$ cat src/rtl/line_fill_scheduler_if.sv
// ============================================================================
// line_fill_scheduler_if : SDRAM read port + line-buffer write port bundle
// Rev 1.0
// ============================================================================
`default_nettype none

interface line_fill_scheduler_if #(
    parameter int ADDR_W = 24
);
    logic              SD_REQ;
    logic [ADDR_W-1:0] SD_ADDR;
    logic              SD_ACK;
    logic              SD_VALID;
    logic [15:0]       SD_DATA;
    logic              BUF_WRn;
    logic [15:0]       BUF_DATA;

    modport master (
        output SD_REQ, SD_ADDR, BUF_WRn, BUF_DATA,
        input  SD_ACK, SD_VALID, SD_DATA
    );

    modport slave (
        input  SD_REQ, SD_ADDR, BUF_WRn, BUF_DATA,
        output SD_ACK, SD_VALID, SD_DATA
    );
endinterface

`default_nettype wire

$ cat src/rtl/line_fill_scheduler.sv
// ============================================================================
// line_fill_scheduler : SDRAM burst fetch into the dual-clock line buffer
// Rev 1.0
// ============================================================================
`default_nettype none

module line_fill_scheduler #(
    parameter int WORDS_PER_LINE = 800,
    parameter int BURST          = 16,
    parameter int ADDR_W         = 24
) (
    input  wire logic              CLK,
    input  wire logic              RST,
    input  wire logic              START_LINE,
    input  wire logic [ADDR_W-1:0] LINE_ADDR,
    input  wire logic              HALF_DONE,
    line_fill_scheduler_if.master  bus,
    output logic                   BUSY,
    output logic                   LINE_DONE,
    output logic                   UNDERRUN
);

    localparam int c_cnt_w = (BURST > 1) ? $clog2(BURST) : 1;
    localparam int c_rem_w = $clog2(WORDS_PER_LINE + 1);

    typedef enum logic [1:0] {
        S_IDLE = 2'd0,
        S_REQ  = 2'd1,
        S_XFER = 2'd2,
        S_WAIT = 2'd3
    } state_t;

    state_t              r_state, w_state_next;
    logic [ADDR_W-1:0]   r_addr, r_pend_addr;
    logic [c_rem_w-1:0]  r_remaining;
    logic [c_cnt_w-1:0]  r_word_cnt;
    logic [1:0]          r_free;
    logic                r_pending, r_buf_wrn, r_line_done, r_underrun;
    logic [15:0]         r_buf_data;

    logic                w_xfer_word, w_burst_end, w_start_now, w_start_defer;
    logic                w_apply_pend, w_line_end;
    logic [1:0]          w_free_next;
    logic [c_rem_w-1:0]  w_rem_after;
    logic [ADDR_W-1:0]   w_next_line_addr;

    assign w_xfer_word   = (r_state == S_XFER) && bus.SD_VALID;
    assign w_burst_end   = w_xfer_word && (r_word_cnt == c_cnt_w'(BURST - 1));
    assign w_start_now   = START_LINE && ((r_state == S_IDLE) || (r_state == S_WAIT) ||
                                          ((r_state == S_REQ) && !bus.SD_ACK));
    assign w_start_defer = START_LINE && ((r_state == S_XFER) ||
                                          ((r_state == S_REQ) && bus.SD_ACK));
    // A start arriving on the last word itself is taken straight into the new line
    assign w_apply_pend     = w_burst_end && (r_pending || w_start_defer);
    assign w_next_line_addr = w_start_defer ? LINE_ADDR : r_pend_addr;
    assign w_rem_after      = r_remaining - c_rem_w'(BURST);
    assign w_line_end       = w_burst_end && !w_apply_pend && (w_rem_after == '0);

    always_comb begin
        w_free_next = r_free;
        if (w_burst_end && !HALF_DONE) begin
            if (r_free != 2'd0) w_free_next = r_free - 2'd1;
        end else if (HALF_DONE && !w_burst_end && (r_free != 2'd2)) begin
            w_free_next = r_free + 2'd1;
        end
    end

    always_comb begin
        w_state_next = r_state;
        case (r_state)
            S_IDLE: if (START_LINE) w_state_next = S_REQ;
            S_REQ:  if (bus.SD_ACK) w_state_next = S_XFER;
            S_XFER: begin
                if (w_burst_end) begin
                    if (w_apply_pend)              w_state_next = S_REQ;
                    else if (w_line_end)           w_state_next = S_IDLE;
                    else if (w_free_next != 2'd0)  w_state_next = S_REQ;
                    else                           w_state_next = S_WAIT;
                end
            end
            S_WAIT: if (START_LINE || (r_free != 2'd0)) w_state_next = S_REQ;
            default: w_state_next = S_IDLE;
        endcase
    end

    always_ff @(posedge CLK or posedge RST) begin
        if (RST) r_state <= S_IDLE;
        else     r_state <= w_state_next;
    end

    always_ff @(posedge CLK or posedge RST) begin
        if (RST) begin
            r_addr      <= '0;
            r_pend_addr <= '0;
            r_remaining <= '0;
            r_word_cnt  <= '0;
            r_free      <= 2'd2;
            r_pending   <= 1'b0;
            r_buf_wrn   <= 1'b1;
            r_buf_data  <= '0;
            r_line_done <= 1'b0;
            r_underrun  <= 1'b0;
        end else begin
            r_buf_wrn   <= !w_xfer_word;
            r_line_done <= w_line_end;
            r_free      <= w_free_next;
            if (w_xfer_word) r_buf_data <= bus.SD_DATA;
            if (HALF_DONE && (r_free == 2'd2)) r_underrun <= 1'b1;

            if ((r_state == S_REQ) && bus.SD_ACK) r_word_cnt <= '0;
            else if (w_xfer_word) r_word_cnt <= w_burst_end ? '0 : r_word_cnt + c_cnt_w'(1);

            if (w_start_now) begin
                r_addr      <= LINE_ADDR;
                r_remaining <= c_rem_w'(WORDS_PER_LINE);
                r_free      <= 2'd2;
            end else if (w_apply_pend) begin
                r_addr      <= w_next_line_addr;
                r_remaining <= c_rem_w'(WORDS_PER_LINE);
                r_free      <= 2'd2;
                r_pending   <= 1'b0;
            end else if (w_burst_end) begin
                r_addr      <= r_addr + ADDR_W'(BURST);
                r_remaining <= w_rem_after;
            end

            if (w_start_defer && !w_burst_end) begin
                r_pending   <= 1'b1;
                r_pend_addr <= LINE_ADDR;
            end
        end
    end

    assign bus.SD_REQ   = (r_state == S_REQ);
    assign bus.SD_ADDR  = r_addr;
    assign bus.BUF_WRn  = r_buf_wrn;
    assign bus.BUF_DATA = r_buf_data;
    assign BUSY         = (r_state != S_IDLE);
    assign LINE_DONE    = r_line_done;
    assign UNDERRUN     = r_underrun;

endmodule

`default_nettype wire

$ cat src/flat_wrapper.sv
// flat-port wrapper written by rule: the top's interface ports become plain ports
module line_fill_scheduler_flat 
#(
    parameter int WORDS_PER_LINE = 800,
    parameter int BURST          = 16,
    parameter int ADDR_W         = 24
)
  (CLK, RST, START_LINE, LINE_ADDR, HALF_DONE, BUSY, LINE_DONE, UNDERRUN, bus_SD_REQ, bus_SD_ADDR, bus_BUF_WRn, bus_BUF_DATA, bus_SD_ACK, bus_SD_VALID, bus_SD_DATA);
  line_fill_scheduler_if #(.ADDR_W(ADDR_W)) bus_i ();
  input  wire logic CLK;
  input  wire logic RST;
  input  wire logic START_LINE;
  input  wire logic [ADDR_W-1:0] LINE_ADDR;
  input  wire logic HALF_DONE;
  output logic BUSY;
  output logic LINE_DONE;
  output logic UNDERRUN;
  output wire logic [$bits(bus_i.SD_REQ)-1:0] bus_SD_REQ;
  output wire logic [$bits(bus_i.SD_ADDR)-1:0] bus_SD_ADDR;
  output wire logic [$bits(bus_i.BUF_WRn)-1:0] bus_BUF_WRn;
  output wire logic [$bits(bus_i.BUF_DATA)-1:0] bus_BUF_DATA;
  input wire logic [$bits(bus_i.SD_ACK)-1:0] bus_SD_ACK;
  input wire logic [$bits(bus_i.SD_VALID)-1:0] bus_SD_VALID;
  input wire logic [$bits(bus_i.SD_DATA)-1:0] bus_SD_DATA;
  assign bus_SD_REQ = bus_i.SD_REQ;
  assign bus_SD_ADDR = bus_i.SD_ADDR;
  assign bus_BUF_WRn = bus_i.BUF_WRn;
  assign bus_BUF_DATA = bus_i.BUF_DATA;
  assign bus_i.SD_ACK = bus_SD_ACK;
  assign bus_i.SD_VALID = bus_SD_VALID;
  assign bus_i.SD_DATA = bus_SD_DATA;
  line_fill_scheduler #(.WORDS_PER_LINE(WORDS_PER_LINE), .BURST(BURST), .ADDR_W(ADDR_W)) u_core (.CLK(CLK), .RST(RST), .START_LINE(START_LINE), .LINE_ADDR(LINE_ADDR), .HALF_DONE(HALF_DONE), .bus(bus_i), .BUSY(BUSY), .LINE_DONE(LINE_DONE), .UNDERRUN(UNDERRUN));
endmodule
$ cat config.mk
export PLATFORM = sky130hd
export DESIGN_NAME = line_fill_scheduler_flat
export DESIGN_NICKNAME = d
export VERILOG_FILES = /design/src/rtl/line_fill_scheduler_if.sv /design/src/rtl/line_fill_scheduler.sv /design/src/flat_wrapper.sv
export SDC_FILE = /design/constraint.sdc
export NUM_CORES = 1
export LEC_CHECK = 0
export BUFFER_PORTS_ARGS = -buffer_cell sky130_fd_sc_hd__buf_4
export CORE_UTILIZATION = 40
export CTS_BUF_LIST = sky130_fd_sc_hd__clkbuf_8
export DETAILED_ROUTE_END_ITERATION = 10
export PLACE_DENSITY = 0.63
export RECOVER_POWER = 25
export REMOVE_ABC_BUFFERS = 1
export SYNTH_ARGS = -nofsm -noshare
export SYNTH_HDL_FRONTEND = slang
export SYNTH_SLANG_ARGS = --single-unit
$ cat constraint.sdc
create_clock -name CLK -period 5.7 [get_ports CLK]
set_input_delay 1.14 -clock CLK [delete_from_list [all_inputs] [get_ports CLK]]
set_output_delay 1.14 -clock CLK [all_outputs]
set_load 0.02 [all_outputs]
==> results.sh, run 1 <==
export IMPL_status="finished, violations left"
export IMPL_violations="capacitance limit, slew limit"
export IMPL_synth_edf_count=0
export IMPL_ir_drop_mv=0.2479
export IMPL_grt_pass1_wl_um=18560
export IMPL_antenna_found_initial=0
export IMPL_via_per_inst=5.531
export IMPL_setup_violations_final=0
export IMPL_p_leak_nw=2.514
export IMPL_synth_cells=456
export IMPL_hold_path_class="flip-flop to flip-flop"
export IMPL_rsz0062_at_grt="no"
export IMPL_layout_min_cycle_time_ps=3755
export IMPL_post_route_period_util_pct=65.87
export IMPL_drc=0
export IMPL_vias=3783
export IMPL_total_power_w=0.002742
export IMPL_whs_ps=483.8
export IMPL_dieHeight_um=107.5
export IMPL_route_antenna_remaining_nets=0
export IMPL_crit_fanout=26
export IMPL_grt_max_degree=44
export IMPL_grt_pass1_vias=3602
export IMPL_yosysWarnings=0
export IMPL_cts_htree_levels=3
export IMPL_seq_area_frac_synth_pct=46.16
export IMPL_max_cap_viol_count=1
export IMPL_ctsRootBufferMaster="clkbuf_8"
export IMPL_fp_dieW_um=107.5
export IMPL_track_usage_pct=20.48
export IMPL_drive_gt1_share_pct=28.68
export IMPL_fin_cells=684
export IMPL_drt_wl_total_um=11350
export IMPL_hold_viol_final=0
export IMPL_ys_types=62
export IMPL_coreArea_sq_mm=0.01084
export IMPL_drtIter0Drc=256
export IMPL_p_int_w=0.001658
export IMPL_finalWeightedCongestion=0.8297
export IMPL_insertion_delay_ps=360
export IMPL_ys_ff_latch=82
export IMPL_cts_tree="built"
export IMPL_max_freq_mhz=266.3
export IMPL_ys_flop_type="dfrtp_1"
export IMPL_fin_skew_ps=10.25
export IMPL_wl_per_cell_um=16.60
export IMPL_postSynthAreaPerCell_sq_um=9.760
export IMPL_finalNetCount=597
export IMPL_async_flop_share_pct=100.0
export IMPL_cts_buffers=9
export IMPL_hpwl_um=7666
export IMPL_grt_overflow_total=0
export IMPL_tns_ps=0
export IMPL_numPortBuffers=90
export IMPL_synth_area_sq_mm=0.004451
export IMPL_critical_path_arrival_ps=4000
export IMPL_power_frac_seq_pct=37.4
export IMPL_switching_share_pct=39.53
export IMPL_worst_pin_slew_ps=1900
export IMPL_diodes=0
export IMPL_maxSlewHeadroom_pct=-27.35
export IMPL_dp_cells=668
export IMPL_final_cell_mix="93 x buf_4, 80 x dfrtp_1, 73 x nand2_1"
export IMPL_required_ps=5950
export IMPL_dr_pass1_iters=5
export IMPL_start_util_pct=41.05
export IMPL_cts_setup_buffers=0
export IMPL_rows=38
export IMPL_slew_violations=44
export IMPL_cts_clk_slew_worst_paths_ps=90
export IMPL_p_comb_share_pct=43.7
export IMPL_fillers=1033
export IMPL_ctsResizeCount=0
export IMPL_critical_path_class="input pin to flip-flop"
export IMPL_cp_end_kind="flip-flop"
export IMPL_clkPwrFrac_pct=19.0
export IMPL_postCtsHoldBufs=0
export IMPL_final_common_cell="buf_4"
export IMPL_die_area_sq_mm=0.01155
export IMPL_cts_sinks=82
export IMPL_ioPinCount=91
export IMPL_p_per_area_mw_per_mm2=501.4
export IMPL_power_switching_w=0.001084
export IMPL_clockBufferDepth=2
export IMPL_syn2layout_area_growth_pct=22.88
export IMPL_start_kind="input pin"
[state kept, by name (all words and copies together) (netlist names)]
register,cells
u_core.LINE_DONE,1
u_core.UNDERRUN,1
u_core.bus.BUF_DATA,16
u_core.bus.BUF_WRn,1
u_core.bus.SD_ADDR,24
u_core.r_free,2
u_core.r_pend_addr,24
u_core.r_pending,1
u_core.r_remaining,6
u_core.r_state,2
u_core.r_word_cnt,4
[metal layers]
layer / share of wire (%) / up-vias / GRT usage (%)
li1: - / 1806 / -
met1: 46 / 1843 / 28.41
met2: 47 / 126 / 32.88
met3: 5.6 / 8 / 3.329
met4: 0.75 / 0 / 5.969
met5: 0 / - / 0
[power by group through the flow]
stage | logic, W | registers, W | clock network, W
after floorplan | 0.000633 | 0.00115 | 0
after global placement | 0.00118 | 0.00103 | 0
after detailed placement | 0.00120 | 0.00103 | 0
after CTS | 0.00121 | 0.00102 | 0.000528
after global routing | 0.00131 | 0.00106 | 0.000558
final | 0.00120 | 0.00103 | 0.000520
[through the flow]
step	area, sq um	setup slack [ps]	utilization (%)
2_1_floorplan	4339	2244	-
3_3_place_gp	5236	2129	48.30
3_5_place_dp	5236	2049	48.30
4_1_cts	5477	2392	50.52
5_1_grt	5469	1635	50.45
6_report	5469	1945	50.45
[path summary, 6_finish.rpt]
check,startpoint,endpoint,slack [ps],cells after the start
min,u_core.bus.BUF_DATA[15],u_core.bus.BUF_DATA[15],480,2
max,bus_SD_VALID,u_core.bus.SD_ADDR[20],1950,9
min reg2reg,u_core.bus.BUF_DATA[15],u_core.bus.BUF_DATA[15],480,2
max reg2reg,u_core.r_state[0],u_core.bus.SD_ADDR[20],1990,10
max in group asynchronous,RST,u_core.bus.SD_ADDR[16],3170,3
min in group asynchronous,RST,u_core.bus.BUF_DATA[12],1260,2
[synth_stat cells, types with 3 or more instances]
library cell	number	share of area [%]
a22oi_1	3	0.51
inv_1	14	1.2
dfrtp_1	80	45
nor3_1	13	1.5
mux2i_1	6	1.3
xor2_1	3	0.59
mux2_2	28	7.1
buf_2	11	1.2
o21ai_0	22	2.5
nand2_1	73	6.2
a211o_1	3	0.59
a21o_1	3	0.51
ha_1	12	3.4
a221o_1	5	1.1
a21oi_1	30	3.4
clkbuf_1	11	0.93
nor4_1	3	0.42
nand3_1	7	0.79
o31ai_1	3	0.51
a211oi_1	15	2.5
a22o_1	4	0.79
o21a_1	4	0.67
nor2_1	25	2.1
a31oi_1	4	0.56
and2_1	4	0.56
and3_1	15	2.1
xnor2_1	9	1.8
[worst max-delay path, stage by stage]
cell and delay (ps):
buf_4 80, and2_0 110, clkbuf_1 850, inv_1 650, nor3_1 320, buf_4 240, nor2_1 60, a32o_1 210
a221o_1 340
[cell families (layout without fill, tap and decap cells)]
group           count (synthesis)  after routing  share of synthesized area, %
simple gates                  159            159                         17.68
compound gates                117            117                         17.85
flops                          82             82                         46.16
buf+inv                        39            127                         3.767
mux                            34             34                         8.434
xor+xnor                       13             13                         2.727
fa+ha+maj                      12             12                         3.374
[area by class of cell]
cell class	instances	area, sq um	area share [%]
Multi-Input combinational cell	335	2228	40.75
Sequential cell	82	2054	37.57
Timing Repair Buffer	96	713.2	13.04
Tap cell	140	175.2	3.203
Clock buffer	9	123.9	2.265
Clock inverter	7	116.4	2.128
Inverter	15	57.56	1.052
No activity file was read; power rests on OpenSTA's default activity.
==> run 2, diff against run 1 <==
--- a/config.mk
+++ b/config.mk
@@ -9,7 +9,7 @@
 export CORE_UTILIZATION = 40
 export CTS_BUF_LIST = sky130_fd_sc_hd__clkbuf_8
 export DETAILED_ROUTE_END_ITERATION = 10
-export PLACE_DENSITY = 0.63
+export PLACE_DENSITY = 0.66
 export RECOVER_POWER = 25
 export REMOVE_ABC_BUFFERS = 1
 export SYNTH_ARGS = -nofsm -noshare
==> constraint.sdc (replaced) <==
create_clock -name CLK -period 3.2 [get_ports CLK]
set_input_delay 0.64 -clock CLK [delete_from_list [all_inputs] [get_ports CLK]]
set_output_delay 0.64 -clock CLK [all_outputs]
set_load 0.02 [all_outputs]
==> run 2 against run 1 <==
  * The run still ends with capacitance limit, slew limit left
  * Count of clock-buffer cells in the layout grew 1
  * Routed wire length grew 0.65%
  * Design area is essentially flat
  * Clock power grew 44%
  * Total power grew 73%
  * Sequential power grew 78%
  * Critical path type is now flip-flop to flip-flop
  * Critical endpoint is now u_core.r_remaining[6]
  * Largest cell class unchanged
==> results.sh, run 2 (same netlist as run 1, synthesis figures left out) <==
export IMPL_start_kind="flip-flop"
export IMPL_route_antenna_remaining_nets=0
export IMPL_power_frac_seq_pct=38.6
export IMPL_ctsResizeCount=0
export IMPL_p_leak_nw=2.521
export IMPL_place_area_sq_mm=0.005286
export IMPL_final_cell_mix="99 x buf_4, 80 x dfrtp_1, 73 x nand2_1"
export IMPL_hold_viol_final=0
export IMPL_tns_ps=0
export IMPL_grtUsageMet2_pct=33.15
export IMPL_diodes=0
export IMPL_worstReg2RegStart="u_core.r_state[0]"
export IMPL_rsz0062_at_grt="no"
export IMPL_critPathMostFrequentCell="o21ai_0"
export IMPL_drt_wl_total_um=11430
export IMPL_numPortBuffers=90
export IMPL_grt_pass1_wl_um=18490
export IMPL_clkPwrFrac_pct=15.9
export IMPL_cp_buffers_inverters=3
export IMPL_grt_use_met1_pct=27.36
export IMPL_cts_clk_slew_worst_paths_ps=100
export IMPL_required_ps=3480
export IMPL_maxSlewHeadroom_pct=-25.12
export IMPL_globalRouteMet3Util_pct=4.479
export IMPL_cts_setup_buffers=0
export IMPL_clockBufferDepth=2
export IMPL_drive_gt1_share_pct=30.05
export IMPL_crit_chain="inv_1 > ha_1 > and2_1 > inv_2 > buf_4 > nor2_2 > nor2_1 > o21ai_0 > o21ai_0"
export IMPL_top_usage_layer="met2"
export IMPL_grt_max_degree=43
export IMPL_final_common_cell="buf_4"
export IMPL_vias=3872
export IMPL_crit_start="u_core.r_state[0]"
export IMPL_coreArea_sq_mm=0.01084
export IMPL_start_util_pct=41.05
export IMPL_antenna_found_initial=0
export IMPL_crit_family="simple AND/OR/NAND/NOR gates"
export IMPL_postCtsHoldBufs=0
export IMPL_die_area_sq_mm=0.01155
export IMPL_ioPinCount=91
export IMPL_p_per_area_mw_per_mm2=866.9
export IMPL_drtIter0Drc=273
export IMPL_worst_slack_ps=706.9
export IMPL_hold_path_class="input pin to flip-flop"
export IMPL_fp_dieW_um=107.5
export IMPL_cts_tree="built"
export IMPL_cts_buffers=9
export IMPL_critical_path_arrival_ps=2770
export IMPL_dr_pass1_iters=5
export IMPL_grt_overflow_total=0
export IMPL_whs_ps=454.2
export IMPL_via_per_inst=5.620
export IMPL_grt_pass1_vias=3709
export IMPL_fin_skew_ps=14.35
export IMPL_setup_violations_final=0
export IMPL_final_area_sq_mm=0.005464
export IMPL_syn2layout_area_growth_pct=22.77
export IMPL_fillers=1002
export IMPL_critical_path_class="flip-flop to flip-flop"
export IMPL_finalNetCount=602
export IMPL_crit_slowest_cell="nor2_1"
export IMPL_power_switching_w=0.001969
export IMPL_switching_share_pct=41.57
export IMPL_finalWeightedCongestion=0.8683
export IMPL_crit_fanout=21
export IMPL_rows=38
export IMPL_cts_sinks=82
export IMPL_violations="capacitance limit, slew limit"
export IMPL_insertion_delay_ps=370
export IMPL_status="finished, violations left"
export IMPL_cp_end_kind="flip-flop"
export IMPL_hpwl_um=7963
export IMPL_layout_min_cycle_time_ps=2493
export IMPL_ir_drop_mv=0.3913
export IMPL_utilization_pct=50.40
export IMPL_wl_per_cell_um=16.59
export IMPL_drc=0
export IMPL_critPathMaxStageDelay_ps=700
export IMPL_ctsRootBufferMaster="clkbuf_8"
export IMPL_cts_htree_levels=3
export IMPL_max_freq_mhz=401.1
export IMPL_post_route_period_util_pct=77.91
export IMPL_dieHeight_um=107.5
export IMPL_max_cap_viol_count=1
export IMPL_p_comb_share_pct=45.5
export IMPL_hp_start="bus_SD_DATA[13]"
export IMPL_place_ws_ps=728.2
export IMPL_p_int_w=0.002768
export IMPL_worst_pin_slew_ps=1866
export IMPL_track_usage_pct=20.71
export IMPL_slew_violations=42
[run 2: changes by cell type in the layout (fill, tap and decap cells not counted), sizes merged]
cell    before  now
buf         93   99
bufinv       3    0
inv         17   18
clkinv       1    2
[run 2: path summary, 6_finish.rpt]
check | cells after the start | endpoint | slack (ps)
worst min register to register | 1 | u_core.UNDERRUN | 470
max in group asynchronous | 3 | u_core.r_pend_addr[7] | 730
worst max register to register | 9 | u_core.r_remaining[6] | 710
worst max-delay path | 9 | u_core.r_remaining[6] | 710
worst min-delay path | 3 | u_core.bus.BUF_DATA[13] | 450
min in group asynchronous | 2 | u_core.bus.BUF_DATA[5] | 730
[run 2: routing by layer]
metal	routed length [um]	part of all wire, %	vias up
li1	-	-	1819
met1	5114	45	1886
met2	5451	48	146
met3	691	6.0	21
met4	171	1.5	0
met5	0	0	-
[run 2: power by group through the flow]
| stage | sequential, W | combinational (W) | clock [W] |
|---|---|---|---|
| after floorplan | 0.00205 | 0.00113 | 0 |
| after global placement | 0.00183 | 0.00210 | 0 |
| after detailed placement | 0.00185 | 0.00216 | 0 |
| after CTS | 0.00183 | 0.00217 | 0.000773 |
| after global routing | 0.00188 | 0.00235 | 0.000816 |
| final | 0.00183 | 0.00215 | 0.000751 |
[run 2: through the flow]
step / total power (W) / cells
floorplan: 0.003175 / 432
global placement: 0.003932 / 673
detailed placement: 0.004007 / 673
CTS: 0.004775 / 689
global route: 0.005052 / 689
finish: 0.004737 / 689
[run 2: cell type report]
cell class | count | area [sq um] | share of cell area [%]
Clock buffer | 10 | 137.6 | 2.519
Inverter | 15 | 57.56 | 1.053
Sequential cell | 82 | 2054 | 37.60
Tap cell | 140 | 175.2 | 3.206
Clock inverter | 6 | 55.05 | 1.008
Multi-Input combinational cell | 335 | 2228 | 40.78
Timing Repair Buffer | 101 | 755.7 | 13.83
[run 2: tightest hold or removal path, stage by stage]
cell and delay, ps:
buf_4 70, nand2_1 40, nand2_1 50
==> run 3, diff against run 2 <==
--- a/config.mk
+++ b/config.mk
@@ -9,7 +9,7 @@
 export CORE_UTILIZATION = 40
 export CTS_BUF_LIST = sky130_fd_sc_hd__clkbuf_8
 export DETAILED_ROUTE_END_ITERATION = 10
-export PLACE_DENSITY = 0.66
+export PLACE_DENSITY = 0.63
 export RECOVER_POWER = 25
 export REMOVE_ABC_BUFFERS = 1
 export SYNTH_ARGS = -nofsm -noshare
==> constraint.sdc (replaced) <==
create_clock -name CLK -period 2.4 [get_ports CLK]
set_input_delay 0.48 -clock CLK [delete_from_list [all_inputs] [get_ports CLK]]
set_output_delay 0.48 -clock CLK [all_outputs]
set_load 0.02 [all_outputs]
==> run 3 against run 2 <==
  * The flow now finishes without violations
  * Die area unchanged
  * First-iteration DRC count unchanged
  * Global-route usage increased by 1.1 points
  * Sequential share of layout area decreased by 0.65 points
  * Hold slack worse by 140 ps
  * Non-clock buffer count increased by 12
==> results.sh, run 3 (same netlist as run 1, synthesis figures left out) <==
export IMPL_status="finished clean"
export IMPL_via_per_inst=5.501
export IMPL_start_util_pct=41.05
export IMPL_grt_pass1_wl_um=19760
export IMPL_fillers=1042
export IMPL_layout_min_cycle_time_ps=2241
export IMPL_crit_chain="inv_1 > ha_1 > a21o_2 > nand2_2 > a211o_1 > a222oi_1 > a31oi_1"
export IMPL_hpwl_um=8351
export IMPL_globalRouteMet3Util_pct=4.600
export IMPL_seqCellArea_sq_mm=0.002054
export IMPL_p_per_area_mw_per_mm2=1151
export IMPL_post_route_period_util_pct=93.36
export IMPL_dr_pass1_iters=4
export IMPL_drive_gt1_share_pct=31.91
export IMPL_setup_violations_final=0
export IMPL_drtIter0Drc=273
export IMPL_cts_clk_slew_worst_paths_ps=90
export IMPL_numPortBuffers=90
export IMPL_track_usage_pct=21.77
export IMPL_switching_share_pct=40.82
export IMPL_place_ws_ps=129.5
export IMPL_route_antenna_remaining_nets=0
export IMPL_cts_htree_levels=3
export IMPL_ir_drop_mv=0.6013
export IMPL_coreArea_sq_mm=0.01084
export IMPL_diodes=0
export IMPL_hold_viol_final=0
export IMPL_drt_wl_total_um=11740
export IMPL_hold_path_class="input pin to flip-flop"
export IMPL_finalWeightedCongestion=0.8900
export IMPL_fin_cells=701
export IMPL_max_freq_mhz=446.3
export IMPL_p_int_w=0.003789
export IMPL_fin_skew_ps=7.969
export IMPL_finalNetCount=614
export IMPL_worst_pin_slew_ps=1329
export IMPL_grtUsageMet2_pct=34.71
export IMPL_dieHeight_um=107.5
export IMPL_grt_use_met1_pct=30.00
export IMPL_cts_buffers=9
export IMPL_grt_max_degree=33
export IMPL_insertion_delay_ps=360
export IMPL_vias=3856
export IMPL_wl_per_cell_um=16.75
export IMPL_start_kind="flip-flop"
export IMPL_total_power_w=0.006401
export IMPL_power_switching_w=0.002613
export IMPL_clockBufferDepth=2
export IMPL_dp_cells=685
export IMPL_grt_overflow_total=0
export IMPL_ctsRootBufferMaster="clkbuf_8"
export IMPL_worst_slack_ps=159.3
export IMPL_critical_path_class="flip-flop to flip-flop"
export IMPL_ioPinCount=91
export IMPL_max_cap_viol_count=0
export IMPL_cts_tree="built"
export IMPL_maxSlewHeadroom_pct=10.92
export IMPL_slew_violations=0
export IMPL_antenna_found_initial=0
export IMPL_grt_pass1_vias=3885
export IMPL_rsz0062_at_grt="no"
export IMPL_clkPwrFrac_pct=15.7
export IMPL_final_cell_mix="108 x buf_4, 80 x dfrtp_1, 73 x nand2_1"
export IMPL_rows=38
export IMPL_final_common_cell="buf_4"
export IMPL_whs_ps=309.3
export IMPL_fp_dieW_um=107.5
export IMPL_top_usage_layer="met2"
export IMPL_die_area_sq_mm=0.01155
export IMPL_p_comb_share_pct=45.9
export IMPL_critPathMaxStageDelay_ps=410
export IMPL_p_leak_nw=2.572
export IMPL_critical_path_arrival_ps=2470
export IMPL_cts_setup_buffers=0
export IMPL_crit_slowest_cell="dfrtp_1"
export IMPL_crit_fanout=17
export IMPL_cp_end_kind="flip-flop"
export IMPL_multi_input_area_sq_mm=0.002237
export IMPL_syn2layout_area_growth_pct=24.94
export IMPL_power_frac_seq_pct=38.4
export IMPL_drc=0
export IMPL_cts_sinks=82
export IMPL_required_ps=2630
run 3: changes by cell type in the layout (fill, tap and decap cells not counted), moves of 2 or more:
cell,change
buf_4,+9
clkbuf_1,+2
clkinv_2,+3
inv_6,-3
run 3: metal layers:
| layer | up-vias | wire, um |
|---|---|---|
| met2 | 131 | 5593 |
| met3 | 9 | 683 |
| met5 | - | 0 |
| li1 | 1835 | - |
| met4 | 0 | 95 |
| met1 | 1881 | 5371 |
run 3: stage by stage:
| step | TNS (ps) | util (%) | cell area (sq um) |
|---|---|---|---|
| after global routing | 0 | 51.29 | 5560 |
| after global placement | 0 | 49.60 | 5376 |
| final | 0 | 51.29 | 5560 |
| after floorplan | -30150 | - | 4339 |
| after detailed placement | 0 | 49.60 | 5376 |
| after CTS | 0 | 51.39 | 5570 |
run 3: final timing paths:
check / startpoint / endpoint / slack (ps) / cells past startpoint
worst max-delay path: u_core.r_state[0] / u_core.bus.SD_ADDR[17] / 160 / 7
worst min-delay path: bus_SD_DATA[7] / u_core.bus.BUF_DATA[7] / 310 / 3
worst max register to register: u_core.r_state[0] / u_core.bus.SD_ADDR[17] / 160 / 7
worst min register to register: u_core.UNDERRUN / u_core.UNDERRUN / 460 / 1
max in group asynchronous: RST / u_core.bus.SD_ADDR[17] / 610 / 3
min in group asynchronous: RST / u_core.bus.BUF_DATA[13] / 410 / 2
run 3: power groups by stage:
stage / clock network [W] / logic, W / registers, W
2_1_floorplan: 0 / 0.00150 / 0.00273
3_3_place_gp: 0 / 0.00287 / 0.00246
3_5_place_dp: 0 / 0.00293 / 0.00247
4_1_cts: 0.00104 / 0.00294 / 0.00245
5_1_grt: 0.00111 / 0.00321 / 0.00253
6_report: 0.00101 / 0.00294 / 0.00246
run 3: final cells by class:
type | count | share of cell area [%]
repair buffers | 113 | 15.14
clock buffers | 9 | 2.228
inverters | 15 | 1.035
multi-input cells | 335 | 40.23
flip-flops and latches | 82 | 36.95
clock inverters | 7 | 1.260
well taps | 140 | 3.150
run 3: worst max-delay path: cells and delay by family (launching register included):
family / cells / cell delay (ps)
buffers and inverters: 1 / 120
AOI/OAI and AO/OA: 4 / 1030
adders and majority gates: 1 / 260
and+or+nand+nor: 1 / 280
DFF: 1 / 410
run 3: timing repair:
item                                    in CTS  in global routing
hold endpoints to repair                     0                  0
hold buffers                                 0                  0
endpoints found under the setup margin       0                  7
gates resized for setup                      0                  5
